==> src/rtl/branch_sequencer_if.sv <==
// Decode-side bundle for branch_sequencer: instruction class and ALU flags in,
// PC/write-data mux selects, link write, jm memory handshake and status out.
// Optional: BRANCH_SEQ_TAKEN_CNT_EN adds the 16-bit taken_cnt signal.
interface branch_sequencer_if;
    logic       instr_valid;
    logic [2:0] bnj;
    logic       flag_we;
    logic       alu_zero;
    logic       alu_neg;
    logic       mem_ready;
    logic [1:0] pc_sel;
    logic       jbrn_sel;
    logic       wrtdat_sel;
    logic       link_we;
    logic       mem_rd_req;
    logic       stall;
    logic       flush;
    logic       stat_z;
    logic       stat_n;
    logic       illegal_op;
`ifdef BRANCH_SEQ_TAKEN_CNT_EN
    logic [15:0] taken_cnt;
`endif

    // Decode / datapath side
    modport master (
        output instr_valid, bnj, flag_we, alu_zero, alu_neg, mem_ready,
        input  pc_sel, jbrn_sel, wrtdat_sel, link_we, mem_rd_req, stall,
               flush, stat_z, stat_n, illegal_op
`ifdef BRANCH_SEQ_TAKEN_CNT_EN
        , input taken_cnt
`endif
    );

    // Sequencer side
    modport slave (
        input  instr_valid, bnj, flag_we, alu_zero, alu_neg, mem_ready,
        output pc_sel, jbrn_sel, wrtdat_sel, link_we, mem_rd_req, stall,
               flush, stat_z, stat_n, illegal_op
`ifdef BRANCH_SEQ_TAKEN_CNT_EN
        , output taken_cnt
`endif
    );
endinterface

==> src/rtl/branch_sequencer.sv <==
// Jump/branch PC-source sequencer. Holds the Z/N status register, resolves
// j/beq/bgez/brn/balz in the decode cycle, and runs the jm memory-read
// handshake (with timeout) before redirecting to the fetched word.
// Optional: BRANCH_SEQ_TAKEN_CNT_EN enables a saturating count of redirects.
module branch_sequencer #(
    parameter int unsigned MEM_TIMEOUT = 15
) (
    input logic            clk,
    input logic            reset,
    branch_sequencer_if.slave bus
);
    typedef enum logic [1:0] {
        RUN     = 2'b00,
        JM_RD   = 2'b01,
        JM_TAKE = 2'b10,
        FLUSH   = 2'b11
    } state_t;

    localparam logic [3:0] TIMEOUT = 4'(MEM_TIMEOUT);

    state_t     state;
    state_t     state_nxt;
    logic [3:0] wait_cnt;
    logic       stat_z;
    logic       stat_n;

    logic [1:0] pc_sel;
    logic       jbrn_sel;
    logic       wrtdat_sel;
    logic       link_we;
    logic       mem_rd_req;
    logic       stall;
    logic       flush;
    logic       illegal_op;

    // Output decode and next state. RUN decisions must land in the same cycle
    // as instr_valid, so outputs are decoded from the registered state plus the
    // current inputs rather than registered themselves; reset forces RUN and so
    // drops mem_rd_req/stall asynchronously.
    always_comb begin
        state_nxt  = state;
        pc_sel     = 2'b00;
        jbrn_sel   = 1'b0;
        wrtdat_sel = 1'b0;
        link_we    = 1'b0;
        mem_rd_req = 1'b0;
        stall      = 1'b0;
        flush      = 1'b0;
        illegal_op = 1'b0;
        case (state)
            RUN: begin
                if (bus.instr_valid) begin
                    case (bus.bnj)
                        3'b001: pc_sel = 2'b01;
                        3'b010: if (stat_z)  pc_sel = 2'b11;
                        3'b011: if (!stat_n) pc_sel = 2'b11;
                        3'b100: begin
                            jbrn_sel = 1'b1;
                            if (stat_n) pc_sel = 2'b01;
                        end
                        3'b101: state_nxt = JM_RD;
                        3'b110: begin
                            if (stat_z) begin
                                pc_sel     = 2'b01;
                                wrtdat_sel = 1'b1;
                                link_we    = 1'b1;
                            end
                        end
                        3'b111: illegal_op = 1'b1;
                        default: ;
                    endcase
                    if (pc_sel != 2'b00) state_nxt = FLUSH;
                end
            end
            JM_RD: begin
                mem_rd_req = 1'b1;
                stall      = 1'b1;
                // mem_ready in the timeout cycle still wins over the abort
                if (bus.mem_ready) begin
                    state_nxt = JM_TAKE;
                end else if (wait_cnt == TIMEOUT) begin
                    illegal_op = 1'b1;
                    state_nxt  = RUN;
                end
            end
            JM_TAKE: begin
                pc_sel    = 2'b10;
                state_nxt = FLUSH;
            end
            FLUSH: begin
                flush     = 1'b1;
                state_nxt = RUN;
            end
            default: state_nxt = RUN;
        endcase
    end

    // State register, jm wait counter and status flags
    always_ff @(posedge clk or posedge reset) begin
        if (reset) begin
            state    <= RUN;
            wait_cnt <= '0;
            stat_z   <= 1'b0;
            stat_n   <= 1'b0;
        end else begin
            state <= state_nxt;
            if (state == JM_RD && state_nxt == JM_RD) begin
                wait_cnt <= wait_cnt + 4'd1;
            end else begin
                wait_cnt <= '0;
            end
            if (bus.flag_we) begin
                stat_z <= bus.alu_zero;
                stat_n <= bus.alu_neg;
            end
        end
    end

`ifdef BRANCH_SEQ_TAKEN_CNT_EN
    logic [15:0] taken_cnt;

    // Saturating count of entries into FLUSH
    always_ff @(posedge clk or posedge reset) begin
        if (reset) begin
            taken_cnt <= '0;
        end else if (state_nxt == FLUSH && taken_cnt != '1) begin
            taken_cnt <= taken_cnt + 16'd1;
        end
    end

    assign bus.taken_cnt = taken_cnt;
`endif

    assign bus.pc_sel     = pc_sel;
    assign bus.jbrn_sel   = jbrn_sel;
    assign bus.wrtdat_sel = wrtdat_sel;
    assign bus.link_we    = link_we;
    assign bus.mem_rd_req = mem_rd_req;
    assign bus.stall      = stall;
    assign bus.flush      = flush;
    assign bus.stat_z     = stat_z;
    assign bus.stat_n     = stat_n;
    assign bus.illegal_op = illegal_op;
endmodule

==> src/flat_wrapper.sv <==
// flat-port wrapper written by rule: the top's interface ports become plain ports
module branch_sequencer_flat 
#(
    parameter int unsigned MEM_TIMEOUT = 15
)
  (clk, reset, bus_instr_valid, bus_bnj, bus_flag_we, bus_alu_zero, bus_alu_neg, bus_mem_ready, bus_pc_sel, bus_jbrn_sel, bus_wrtdat_sel, bus_link_we, bus_mem_rd_req, bus_stall, bus_flush, bus_stat_z, bus_stat_n, bus_illegal_op);
  branch_sequencer_if bus_i ();
  input logic clk;
  input logic reset;
  input wire logic [$bits(bus_i.instr_valid)-1:0] bus_instr_valid;
  input wire logic [$bits(bus_i.bnj)-1:0] bus_bnj;
  input wire logic [$bits(bus_i.flag_we)-1:0] bus_flag_we;
  input wire logic [$bits(bus_i.alu_zero)-1:0] bus_alu_zero;
  input wire logic [$bits(bus_i.alu_neg)-1:0] bus_alu_neg;
  input wire logic [$bits(bus_i.mem_ready)-1:0] bus_mem_ready;
  output wire logic [$bits(bus_i.pc_sel)-1:0] bus_pc_sel;
  output wire logic [$bits(bus_i.jbrn_sel)-1:0] bus_jbrn_sel;
  output wire logic [$bits(bus_i.wrtdat_sel)-1:0] bus_wrtdat_sel;
  output wire logic [$bits(bus_i.link_we)-1:0] bus_link_we;
  output wire logic [$bits(bus_i.mem_rd_req)-1:0] bus_mem_rd_req;
  output wire logic [$bits(bus_i.stall)-1:0] bus_stall;
  output wire logic [$bits(bus_i.flush)-1:0] bus_flush;
  output wire logic [$bits(bus_i.stat_z)-1:0] bus_stat_z;
  output wire logic [$bits(bus_i.stat_n)-1:0] bus_stat_n;
  output wire logic [$bits(bus_i.illegal_op)-1:0] bus_illegal_op;
  assign bus_i.instr_valid = bus_instr_valid;
  assign bus_i.bnj = bus_bnj;
  assign bus_i.flag_we = bus_flag_we;
  assign bus_i.alu_zero = bus_alu_zero;
  assign bus_i.alu_neg = bus_alu_neg;
  assign bus_i.mem_ready = bus_mem_ready;
  assign bus_pc_sel = bus_i.pc_sel;
  assign bus_jbrn_sel = bus_i.jbrn_sel;
  assign bus_wrtdat_sel = bus_i.wrtdat_sel;
  assign bus_link_we = bus_i.link_we;
  assign bus_mem_rd_req = bus_i.mem_rd_req;
  assign bus_stall = bus_i.stall;
  assign bus_flush = bus_i.flush;
  assign bus_stat_z = bus_i.stat_z;
  assign bus_stat_n = bus_i.stat_n;
  assign bus_illegal_op = bus_i.illegal_op;
  branch_sequencer #(.MEM_TIMEOUT(MEM_TIMEOUT)) u_core (.clk(clk), .reset(reset), .bus(bus_i));
endmodule
==> config.mk <==
export PLATFORM = sky130hd
export DESIGN_NAME = branch_sequencer_flat
export DESIGN_NICKNAME = d
export VERILOG_FILES = /design/src/rtl/branch_sequencer_if.sv /design/src/rtl/branch_sequencer.sv /design/src/flat_wrapper.sv
export SDC_FILE = /design/constraint.sdc
export NUM_CORES = 1
export LEC_CHECK = 0
export BUFFER_PORTS_ARGS = -buffer_cell sky130_fd_sc_hd__buf_2
export CAP_MARGIN = 15
export CORE_AREA = 10 10 47 49
export CTS_CLUSTER_SIZE = 20
export DETAILED_ROUTE_END_ITERATION = 7
export DIE_AREA = 0 0 57 59
export GPL_TIMING_DRIVEN = 0
export PLACE_DENSITY = 0.75
export SYNTH_ARGS = -nofsm -noshare
export SYNTH_HDL_FRONTEND = slang
export SYNTH_SLANG_ARGS = --single-unit
==> constraint.sdc <==
create_clock -name clk -period 2.56 [get_ports clk]
set_input_delay 0.256 -clock clk [delete_from_list [all_inputs] [get_ports clk]]
set_output_delay 0.256 -clock clk [all_outputs]
set_load 0.05 [all_outputs]
# Yosys cells after proc, flatten, opt, wreduce, memory -nomap -nowiden
# Cells that the tools add are included.
[classes]
add_sub_neg = 1
n_eq_ne = 12
reduce_logical = 3
n_mux = 30
[op_table]
columns = ["op", "count"]
rows = [
  ["$mux W2", 10],
  ["$mux W1", 15],
  ["$eq A3 B3 Y1 const B", 4],
  ["$pmux W2 S5", 1],
  ["$pmux W2 S4", 1],
  ["$eq A3 B2 Y1 const B", 2],
  ["$add A4 B1 Y4 const B", 1],
  ["$eq A2 B1 Y1 const B", 2],
  ["$eq A2 B2 Y1 const B", 2],
  ["$eq A4 B4 Y1 const B", 1],
  ["$mux W4", 1],
  ["$pmux W2 S2", 1],
  ["$eq A3 B1 Y1 const B", 1],
  ["$logic_not A2 Y1", 1],
  ["$pmux W1 S2", 1],
  ["$reduce_bool A2 Y1", 1],
  ["$logic_and A1 B1 Y1", 1],
]
[word_totals]
word_cells = 50
in_bits = 10
out_inout_bits = 11
reg_bits = 8

# Logic depth before layout (Yosys ltp)
# Gate-level depths: netlist of the first run.
[logic_depth]
word_depth = 11
mapped_depth = 5
depth_no_buf = 4

# Least setup slack after synthesis of the first run
# No wires, ideal clock.
[synth_path]
path_type = "reg2out"
start = "reg u_core.stat_z (netlist: u_core.bus.stat_z)"
end = "out bus_pc_sel[1]"
path_stages_with_launch = 4
t_required_ps = 2304
n_path_buf = 0
path_slack_ps = 400
t_arrival_ps = 1904
cell_sequence = "dfrtp_1 > nor2_1 > o41ai_4 > nor2b_1"
[synth_between]
elab_chain_cells = 6
[synth_lines]
columns = ["element", "line_no", "source"]
rows = [
  ["start, declared", "branch_sequencer.sv:24", "logic stat_z;"],
  ["start signal, assigned", "branch_sequencer.sv:113", "stat_z <= bus.alu_zero;"],
  ["$mux W2", "branch_sequencer.sv:55", "3'b010: if (stat_z) pc_sel = 2'b11;"],
  ["$pmux W2 S5", "branch_sequencer.sv:53", "case (bus.bnj)"],
  ["$mux W2", "branch_sequencer.sv:52", "if (bus.instr_valid) begin"],
  ["$mux W2", "branch_sequencer.sv:50", "case (state)"],
  ["$mux W2", "branch_sequencer.sv:52", ""],
  ["$pmux W2 S2", "branch_sequencer.sv:50", ""],
  ["end, declared", "flat_wrapper.sv:16", "output wire logic [$bits(bus_i.pc_sel)-1:0] bus_pc_sel;"],
]
# No other way between the ends. The select of a mux whose other input is x is not followed.

# Final worst setup path of the first run
[layout_path]
start = "reg u_core.state[0]"
end = "out bus_wrtdat_sel"
[layout_between]
elab_chain_cells = 2
[layout_lines]
columns = ["element", "line_no", "source"]
rows = [
  ["start, declared", "branch_sequencer.sv:21", "state_t state;"],
  ["start signal, assigned", "branch_sequencer.sv:106", "state <= state_nxt;"],
  ["$logic_not A2 Y1", "branch_sequencer.sv:50", ""],
  ["$mux W1", "branch_sequencer.sv:50", ""],
  ["end, declared", "flat_wrapper.sv:18", "output wire logic [$bits(bus_i.wrtdat_sel)-1:0] bus_wrtdat_sel;"],
]
# No other way between the ends.

==> results of run 1 <==
## worst max-delay path, stage by stage, from the launching register on
cell     delay [ns]
dfrtp_1        0.35
buf_2          0.16
nor2_1         0.16
and2_1         0.16
and4_1         0.20
buf_4          0.10
buf_2          0.25
## Yosys cell counts (all sizes together)
library cell	count	area (um2)
buf	4	31.3
nor2b	4	25.0
inv	3	11.3
nand2b	1	6.26
nand4	1	6.26
nand3b	1	7.51
o21ai	2	10.0
xnor2	1	8.76
o21a	1	7.51
ha	1	12.5
nor2	9	33.8
a22oi	2	15.0
o41ai	1	27.5
nor3b	1	7.51
nand2	6	22.5
a21oi	3	15.0
and4	1	8.76
nor3	1	5.00
mux2	2	22.5
a311oi	1	8.76
nand3	3	15.0
xor2	1	8.76
dfrtp	8	200
and2	3	21.3
## cells by family after synthesis
kind of cell	share of synthesized area
muxes	0.0419
and+or+nand+nor	0.295
adders and majority gates	0.0233
xor gates and xnor gates	0.0326
DFF	0.372
AOI/OAI and AO/OA	0.156
buffers and inverters	0.0790
## how the worst max path moves through the flow
stage,startpoint,endpoint,slack [ns],cells past startpoint
finish,u_core.state[0]$_DFF_PP0_,bus_wrtdat_sel,0.68,6
global route,u_core.bus.stat_n$_DFFE_PP0P_,bus_pc_sel[1],0.58,4
CTS,u_core.state[0]$_DFF_PP0_,bus_wrtdat_sel,0.67,6
detailed placement,u_core.state[0]$_DFF_PP0_,bus_wrtdat_sel,0.95,6
global placement,u_core.bus.stat_n$_DFFE_PP0P_,bus_pc_sel[1],0.96,4
floorplan,u_core.bus.stat_z$_DFFE_PP0P_,bus_pc_sel[1],0.40,3
## per-layer routing
layer	share of wire	vias to the layer above
li1	-	254
met1	0.41	224
met2	0.49	20
met3	0.084	2
met4	0.014	0
met5	0	-
## registers in the layout, indices dropped and copies added, names as in the netlist
| name | cells |
|---|---|
| u_core.state | 2 |
| u_core.wait_cnt | 4 |
| u_core.bus.stat_n | 1 |
| u_core.bus.stat_z | 1 |
## power by group
group | total, uW | leakage [uW] | internal, uW | switching [uW]
Sequential | 173 | 0.000102 | 152 | 20.5
Clock | 93.6 | 0.0000138 | 53.5 | 40.2
Combinational | 382 | 0.000224 | 119 | 263
Total | 648 | 0.000340 | 324 | 323
## stage by stage
step | std cells | utilization | instance area (um2)
floorplan | 61 | - | 538
CTS | 100 | 0.489 | 686
detailed placement | 96 | 0.466 | 653
global placement | 96 | 0.466 | 653
finish | 100 | 0.489 | 686
global route | 100 | 0.489 | 686
## area by class of cell
type / instances / area, um2 / share of cell area
plain buffers: 4 / 31.3 / 0.0456
clock buffers: 3 / 22.5 / 0.0328
inverters: 3 / 11.3 / 0.0164
multi-input cells: 46 / 295 / 0.431
flip-flops and latches: 8 / 200 / 0.292
well taps: 16 / 20.0 / 0.0292
repair buffers: 20 / 105 / 0.153
==> impl_metrics.tcl, run 1 <==
set metrics [dict create \
    cp.required_ns 2.30 \
    clock-root-buffer "clkbuf_4" \
    drt_iter0_markers 11 \
    grtUsageMet3 0.0300 \
    synth_fp_nets 72 \
    max_freq_mhz 532 \
    gr-usage-met1 0.0741 \
    fin_crit_ns 1.88 \
    core_um2 1400 \
    fill_cells 137 \
    grtUsageMet2 0.109 \
    path_max_fanout 10 \
    r2r_start "u_core.bus.stat_n$_DFFE_PP0P_" \
    tightest_slew_ns 0.308 \
    reg2reg_depth 4 \
    syn2layout_area_growth_pct 27.4 \
    place_congestion 0.734 \
    fin_nets 97 \
    detail_route.first_pass.iterations 4 \
    place_hpwl_um 994 \
    dieArea_um2 3360 \
    worstReg2RegEnd "u_core.state[0]$_DFF_PP0_" \
    cts_resized 0 \
    setup_viol 0 \
    slew_violations 0 \
    fin_crit_sh 0.734 \
    p_leak_uw 0.000340 \
    critical_path_class "reg -> out" \
    num_io_pins 21 \
    syn_inst 61 \
    grt-busiest-layer "met2" \
    wl_per_cell_um 12.4 \
    cp-end-kind "primary output" \
    drt-vias-per-instance 5.00 \
    route.detailed.drc 0 \
    whs_endpoint "u_core.bus.stat_n$_DFFE_PP0P_" \
    clock_path_buffers 2 \
    ys.warnings.count 0 \
    grt_remaining_overflow 0 \
    clk_latency_ns 0.25 \
    syn_area_um2 538 \
    ys_ff_latch 8 \
    pre_cts_ws_ns 0.952 \
    ys_seq_area_frac 0.372 \
    cts_num_sinks 8 \
    vias 500 \
    routed_wl_mm 1.24 \
    grt_pass1_vias 419 \
    fp.dieH_um 59 \
    hold_class "in -> reg" \
    antenna_found_initial 0 \
    rows 14 \
    grt_max_degree 11 \
    syn_avg_cell_area_um2 8.82 \
    crit_arrival_ns 1.62 \
    most-common-layout-cells "buf_2, nor2_1, dfrtp_1" \
    layout-drive-gt1-share 0.357 \
    ant_nets 0 \
    slew_headroom 0.794 \
    max_cap_viol_count 0 \
    grt_use_total 0.0684 \
    cts_setup_buffers 0 \
    htree_levels 1 \
    grt_setup_unrepaired "false" \
    finClkSkew_ns 0.000470 \
    clk_pin_slew_ns 0.05 \
    initial_core_util 0.384 \
    final.setup.worst_slack_ns 0.680 \
    postCtsHoldBufs 1 \
    die_w_um 57 \
    power_density_nw_per_um2 945 \
    power.total_uw 648 \
    r2r_setup_slack_ns 1.29 \
    max-vdd-ir-drop_mv 0.331 \
    io_buffers 19 \
    cts_buffers 3 \
    critPathLaunchType "register" \
    hold_viol 0 \
    holdWs_ns 0.238 \
    setup_tns_ns 0 \
    yosysUniqueCellTypes 28 \
    antenna_cells 0 \
    min_from "bus_alu_neg" \
    hold_depth 2 \
    cts_tree "built" \
    grt_pass1_wl_mm 1.89 \
    outcome "completed" \
    layout_commonest_cell "buf_2" \
]
(Power assumes the default switching activity.)
==> inputs of run 2 (changes only) <==
- CORE_AREA: 10 10 47 49 -> not set
- CORE_MARGIN: not set -> 10
- CORE_UTILIZATION: not set -> 41
- DIE_AREA: 0 0 57 59 -> not set
- PLACE_DENSITY: 0.75 -> 0.79
- clock period: 2.56 -> 1.56 ns (I/O delays scaled with it)
==> impl_metrics.tcl, run 2 (synthesis gave the netlist of run 1 again) <==
set metrics [dict create \
    path_max_fanout 4 \
    violations "setup timing" \
    fin_nets 105 \
    routed_wl_mm 1.72 \
    rows 12 \
    grt_pass1_vias 572 \
    setup_tns_ns -0.149 \
    gr-usage-met1 0.108 \
    grt_max_degree 10 \
    finClkSkew_ns 0.00675 \
    grtUsageMet3 0.0501 \
    fp.dieH_um 56.2 \
    route.detailed.drc 0 \
    grtUsageMet2 0.150 \
    cts_buffers 3 \
    max_cap_viol_count 0 \
    cp-end-kind "primary output" \
    grt_use_total 0.0988 \
    antenna_found_initial 0 \
    drt_iter0_markers 37 \
    htree_levels 1 \
    clk_pin_slew_ns 0.05 \
    place_congestion 0.800 \
    tightest_slew_ns 0.312 \
    power_density_nw_per_um2 1560 \
    layout_commonest_cell "buf_2" \
    fin_crit_ns 1.63 \
    final.setup.worst_slack_ns -0.0665 \
    cts_tree "built" \
    hold_class "in -> reg" \
    place_hpwl_mm 1.02 \
    critPathBufInv 1 \
    core_um2 1170 \
    most-common-layout-cells "buf_2, buf_4, nand2_1, buf_6" \
    syn2layout_area_growth_pct 61.4 \
    grt_pass1_wl_mm 2.57 \
    drt-vias-per-instance 5.46 \
    critPathLaunchType "register" \
    layout-drive-gt1-share 0.570 \
    dieArea_um2 3160 \
    detail_route.first_pass.iterations 4 \
    crit_chain "nor2_2 -> o41ai_4 -> nor2b_2 -> buf_6" \
    grt-busiest-layer "met2" \
    die_w_um 56.2 \
    setup_viol 3 \
    fin_crit_sh 1.04 \
    slew_violations 0 \
    max-vdd-ir-drop_mv 0.999 \
    p_leak_uw 0.000404 \
    num_io_pins 21 \
    cp_slowest_cell "dfrtp_2" \
    critical_path_class "reg -> out" \
    antenna_cells 0 \
    ant_nets 0 \
    cp.required_ns 1.40 \
    initial_core_util 0.459 \
    largest_register_ff_count 4 \
    grt_setup_unrepaired "true" \
    hold_viol 0 \
    max_freq_mhz 615 \
    slew_headroom 0.791 \
    pre_cts_ws_ns 0.00232 \
    crit_arrival_ns 1.47 \
    clock-root-buffer "clkbuf_4" \
    crit_family "flip-flops" \
    clk_latency_ns 0.26 \
    wl_per_cell_um 16.1 \
    top_regs "u_core.wait_cnt: 4 flops, u_core.state: 2 flops" \
    vias 584 \
    cts_num_sinks 8 \
    fill_cells 84 \
    grt_remaining_overflow 0 \
    critical_path.max_stage_delay_ns 0.40 \
    clock_path_buffers 2 \
    outcome "finished with violations" \
    io_buffers 19 \
    largest_register "u_core.wait_cnt" \
]
## run 2: changes by cell type in the layout (fill, tap and decap cells not counted), moves of 2 or more
cell / before / now
buf_8: 0 / 3
buf_4: 2 / 10
nor2_1: 9 / 5
buf_2: 20 / 12
dfrtp_2: 0 / 3
nor2b_2: 0 / 2
nor2_4: 0 / 3
dfrtp_1: 8 / 5
buf_6: 1 / 6
nor2b_1: 4 / 1
## run 2: routing by layer
metal	up-vias	part of all wire
li1	271	-
met1	268	0.38
met2	40	0.49
met3	5	0.12
met4	0	0.018
met5	-	0
## run 2: worst paths after layout
kind	from	to	slack, ns	depth (start not counted)
worst max-delay path	u_core.bus.stat_z$_DFFE_PP0P_	bus_pc_sel[1]	-0.07	4
worst min-delay path	bus_alu_neg	u_core.bus.stat_n$_DFFE_PP0P_	0.14	2
worst max register to register	u_core.state[1]$_DFF_PP0_	u_core.state[0]$_DFF_PP0_	0.14	5
worst min register to register	u_core.wait_cnt[0]$_DFF_PP0_	u_core.wait_cnt[0]$_DFF_PP0_	0.55	2
max in group asynchronous	reset	u_core.bus.stat_z$_DFFE_PP0P_	0.92	3
min in group asynchronous	reset	u_core.wait_cnt[3]$_DFF_PP0_	0.38	3
## run 2: timing repair
item	CTS	global route
hold buffers	1	0
pin swaps	3	4
hold endpoints to repair	8	0
resized for setup	19	12
cloned	0	0
setup endpoints to repair	6	6
buffers inserted	6	3
## run 2: stage by stage
| stage | instance area [um2] | total power (uW) | utilization | hold slack [ns] | cells |
|---|---|---|---|---|---|
| CTS | 806 | 1250 | 0.688 | 0.121 | 104 |
| finish | 868 | 1350 | 0.741 | 0.136 | 107 |
| global route | 868 | 1430 | 0.741 | 0.121 | 107 |
| global placement | 672 | 934 | 0.574 | 0.103 | 94 |
| floorplan | 559 | 813 | - | -0.0284 | 61 |
| detailed placement | 672 | 945 | 0.574 | 0.111 | 94 |
## run 2: worst reg2reg max path: stages, from the launching register on
cell and delay, ns:
dfrtp_2 0.46, inv_1 0.16, o41ai_4 0.12, buf_4 0.16, a311oi_1 0.28, a22oi_1 0.11
## run 2: report_power, final
group          switching, uW  total, uW  leakage (uW)  internal [uW]
sequential              62.4        318     0.0000990            256
combinational            511        861      0.000290            350
clock                   74.6        173     0.0000150           98.1
total                    648       1350      0.000404            704
## run 2: final cells by class
type                       instances  area (um2)  area share
multi-input combinational         46         352       0.405
buffer                             3        30.0      0.0346
timing repair buffer              29         228       0.262
clock buffer                       4        26.3      0.0303
inverter                           3        11.3      0.0130
sequential                         8         204       0.235
tap                               14        17.5      0.0202
==> inputs of run 3 (changes only) <==
- CELL_PAD_IN_SITES_DETAIL_PLACEMENT: not set -> 0
- CELL_PAD_IN_SITES_GLOBAL_PLACEMENT: not set -> 1
- CORE_UTILIZATION: 41 -> 31
- CTS_BUF_LIST: not set -> sky130_fd_sc_hd__clkbuf_4
- PLACE_DENSITY: 0.79 -> 0.81
==> impl_metrics.tcl, run 3 (synthesis gave the netlist of run 1 again) <==
set metrics [dict create \
    clk_pin_slew_ns 0.05 \
    max_freq_mhz 625 \
    clk_latency_ns 0.25 \
    syn2layout_area_growth_pct 57.0 \
    initial_core_util 0.341 \
    p_leak_uw 0.000390 \
    grt_remaining_overflow 0 \
    io_buffers 19 \
    reg2reg_depth 5 \
    drt_iter0_markers 7 \
    vias 538 \
    grt_use_total 0.0818 \
    layout-drive-gt1-share 0.571 \
    final.setup.worst_slack_ns -0.0388 \
    fp.dieH_um 61.7 \
    num_io_pins 21 \
    die_w_um 61.7 \
    routed_wl_mm 1.47 \
    slew_headroom 0.805 \
    route.detailed.drc 0 \
    layout_commonest_cell "buf_2" \
    place_congestion 0.805 \
    clock_path_buffers 2 \
    worstSetupStartpoint "u_core.bus.stat_n$_DFFE_PP0P_" \
    r2r_setup_slack_ns 0.16 \
    min_from "bus_alu_zero" \
    cts_num_sinks 8 \
    wl_per_cell_um 13.7 \
    clock-root-buffer "clkbuf_4" \
    slew_violations 0 \
    largest_register "u_core.wait_cnt" \
    core_um2 1580 \
    fin_crit_sh 1.02 \
    most-common-layout-cells "buf_2, buf_4, nor2_1" \
    hold_depth 2 \
    htree_levels 1 \
    drt-vias-per-instance 5.03 \
    place_hpwl_mm 1.10 \
    top_regs "u_core.wait_cnt: 4 flops, u_core.state: 2 flops" \
    ant_nets 0 \
    holdWs_ns 0.136 \
    cp-end-kind "primary output" \
    hold_viol 0 \
    cp.required_ns 1.40 \
    r2r_start "u_core.state[1]$_DFF_PP0_" \
    crit_arrival_ns 1.44 \
    cts_tree "built" \
    critical_path_class "reg -> out" \
    finClkSkew_ns 0.00469 \
    grt_pass1_wl_mm 2.40 \
    final_cells 107 \
    place_inst 96 \
    max-vdd-ir-drop_mv 0.781 \
    critPathLaunchType "register" \
    whs_endpoint "u_core.bus.stat_z$_DFFE_PP0P_" \
    outcome "finished with violations" \
    path_max_fanout 3 \
    max_cap_viol_count 0 \
    violations "setup timing" \
    detail_route.first_pass.iterations 4 \
    antenna_cells 0 \
    dieArea_um2 3800 \
    tightest_slew_ns 0.289 \
    power_density_nw_per_um2 1510 \
    grt_max_degree 10 \
    grt_setup_unrepaired "true" \
    grt_pass1_vias 571 \
    rows 14 \
    fin_nets 103 \
    antenna_found_initial 0 \
    setup_viol 1 \
    fin_util 0.536 \
    largest_register_ff_count 4 \
    hold_class "in -> reg" \
    worstReg2RegEnd "u_core.state[0]$_DFF_PP0_" \
    fin_crit_ns 1.60 \
    cts_buffers 3 \
]
==> run 3: area by class of cell <==
type | instances | area [um2]
Fill cell | 151 | 732
Multi-Input combinational cell | 46 | 347
Sequential cell | 8 | 204
Timing Repair Buffer | 27 | 203
Clock buffer | 4 | 30.0
Buffer | 3 | 30.0
Tap cell | 16 | 20.0
Inverter | 3 | 11.3
==> run 3: worst max path at each step <==
stage / slack (ns) / depth (start not counted) / end
after floorplan: -0.25 / 3 / bus_pc_sel[1]
after global placement: 0.03 / 4 / bus_pc_sel[1]
after detailed placement: 0.01 / 4 / bus_pc_sel[1]
after CTS: -0.006 / 4 / bus_pc_sel[1]
after global routing: -0.07 / 6 / bus_pc_sel[0]
final: -0.04 / 6 / bus_pc_sel[0]
==> run 3: where the power goes <==
part / internal (uW) / total [uW] / switching [uW] / leakage, uW
clock network: 115 / 182 / 67.3 / 0.0000184
logic: 304 / 781 / 477 / 0.000272
registers: 256 / 309 / 53.0 / 0.0000990
==> run 3: per-layer routing <==
metal  global-route usage  wire (um)  up-vias
met5                    0          0        -
met1               0.0794        557      256
met4               0.0478          5        0
met3               0.0185         90        2
met2                0.154        813       12
li1                     -          -      268
==> run 3: stage by stage <==
step / cell area, um2 / power, uW / setup WS [ns] / TNS (ns)
6_report: 845 / 1270 / -0.0388 / -0.0388
3_5_place_dp: 674 / 952 / 0.0141 / 0
4_1_cts: 798 / 1260 / -0.00584 / -0.0110
5_1_grt: 845 / 1360 / -0.0738 / -0.176
2_1_floorplan: 559 / 813 / -0.250 / -0.267
3_3_place_gp: 674 / 941 / 0.0302 / 0
==> run 3: critical path: stages (launching register included) <==
cell and delay, ns:
dfrtp_1 0.40, buf_6 0.13, nand3b_1 0.13, a21oi_2 0.08, nor3_2 0.24, nor2_4 0.07, buf_8 0.15
==> run 3: what timing repair did <==
action	in CTS	in global routing
endpoints found under the setup margin	6	6
endpoints found under the hold margin	8	0
pin swaps	3	3
hold buffers	1	0
cloned	0	0
buffers inserted	6	1
resized for setup	15	11
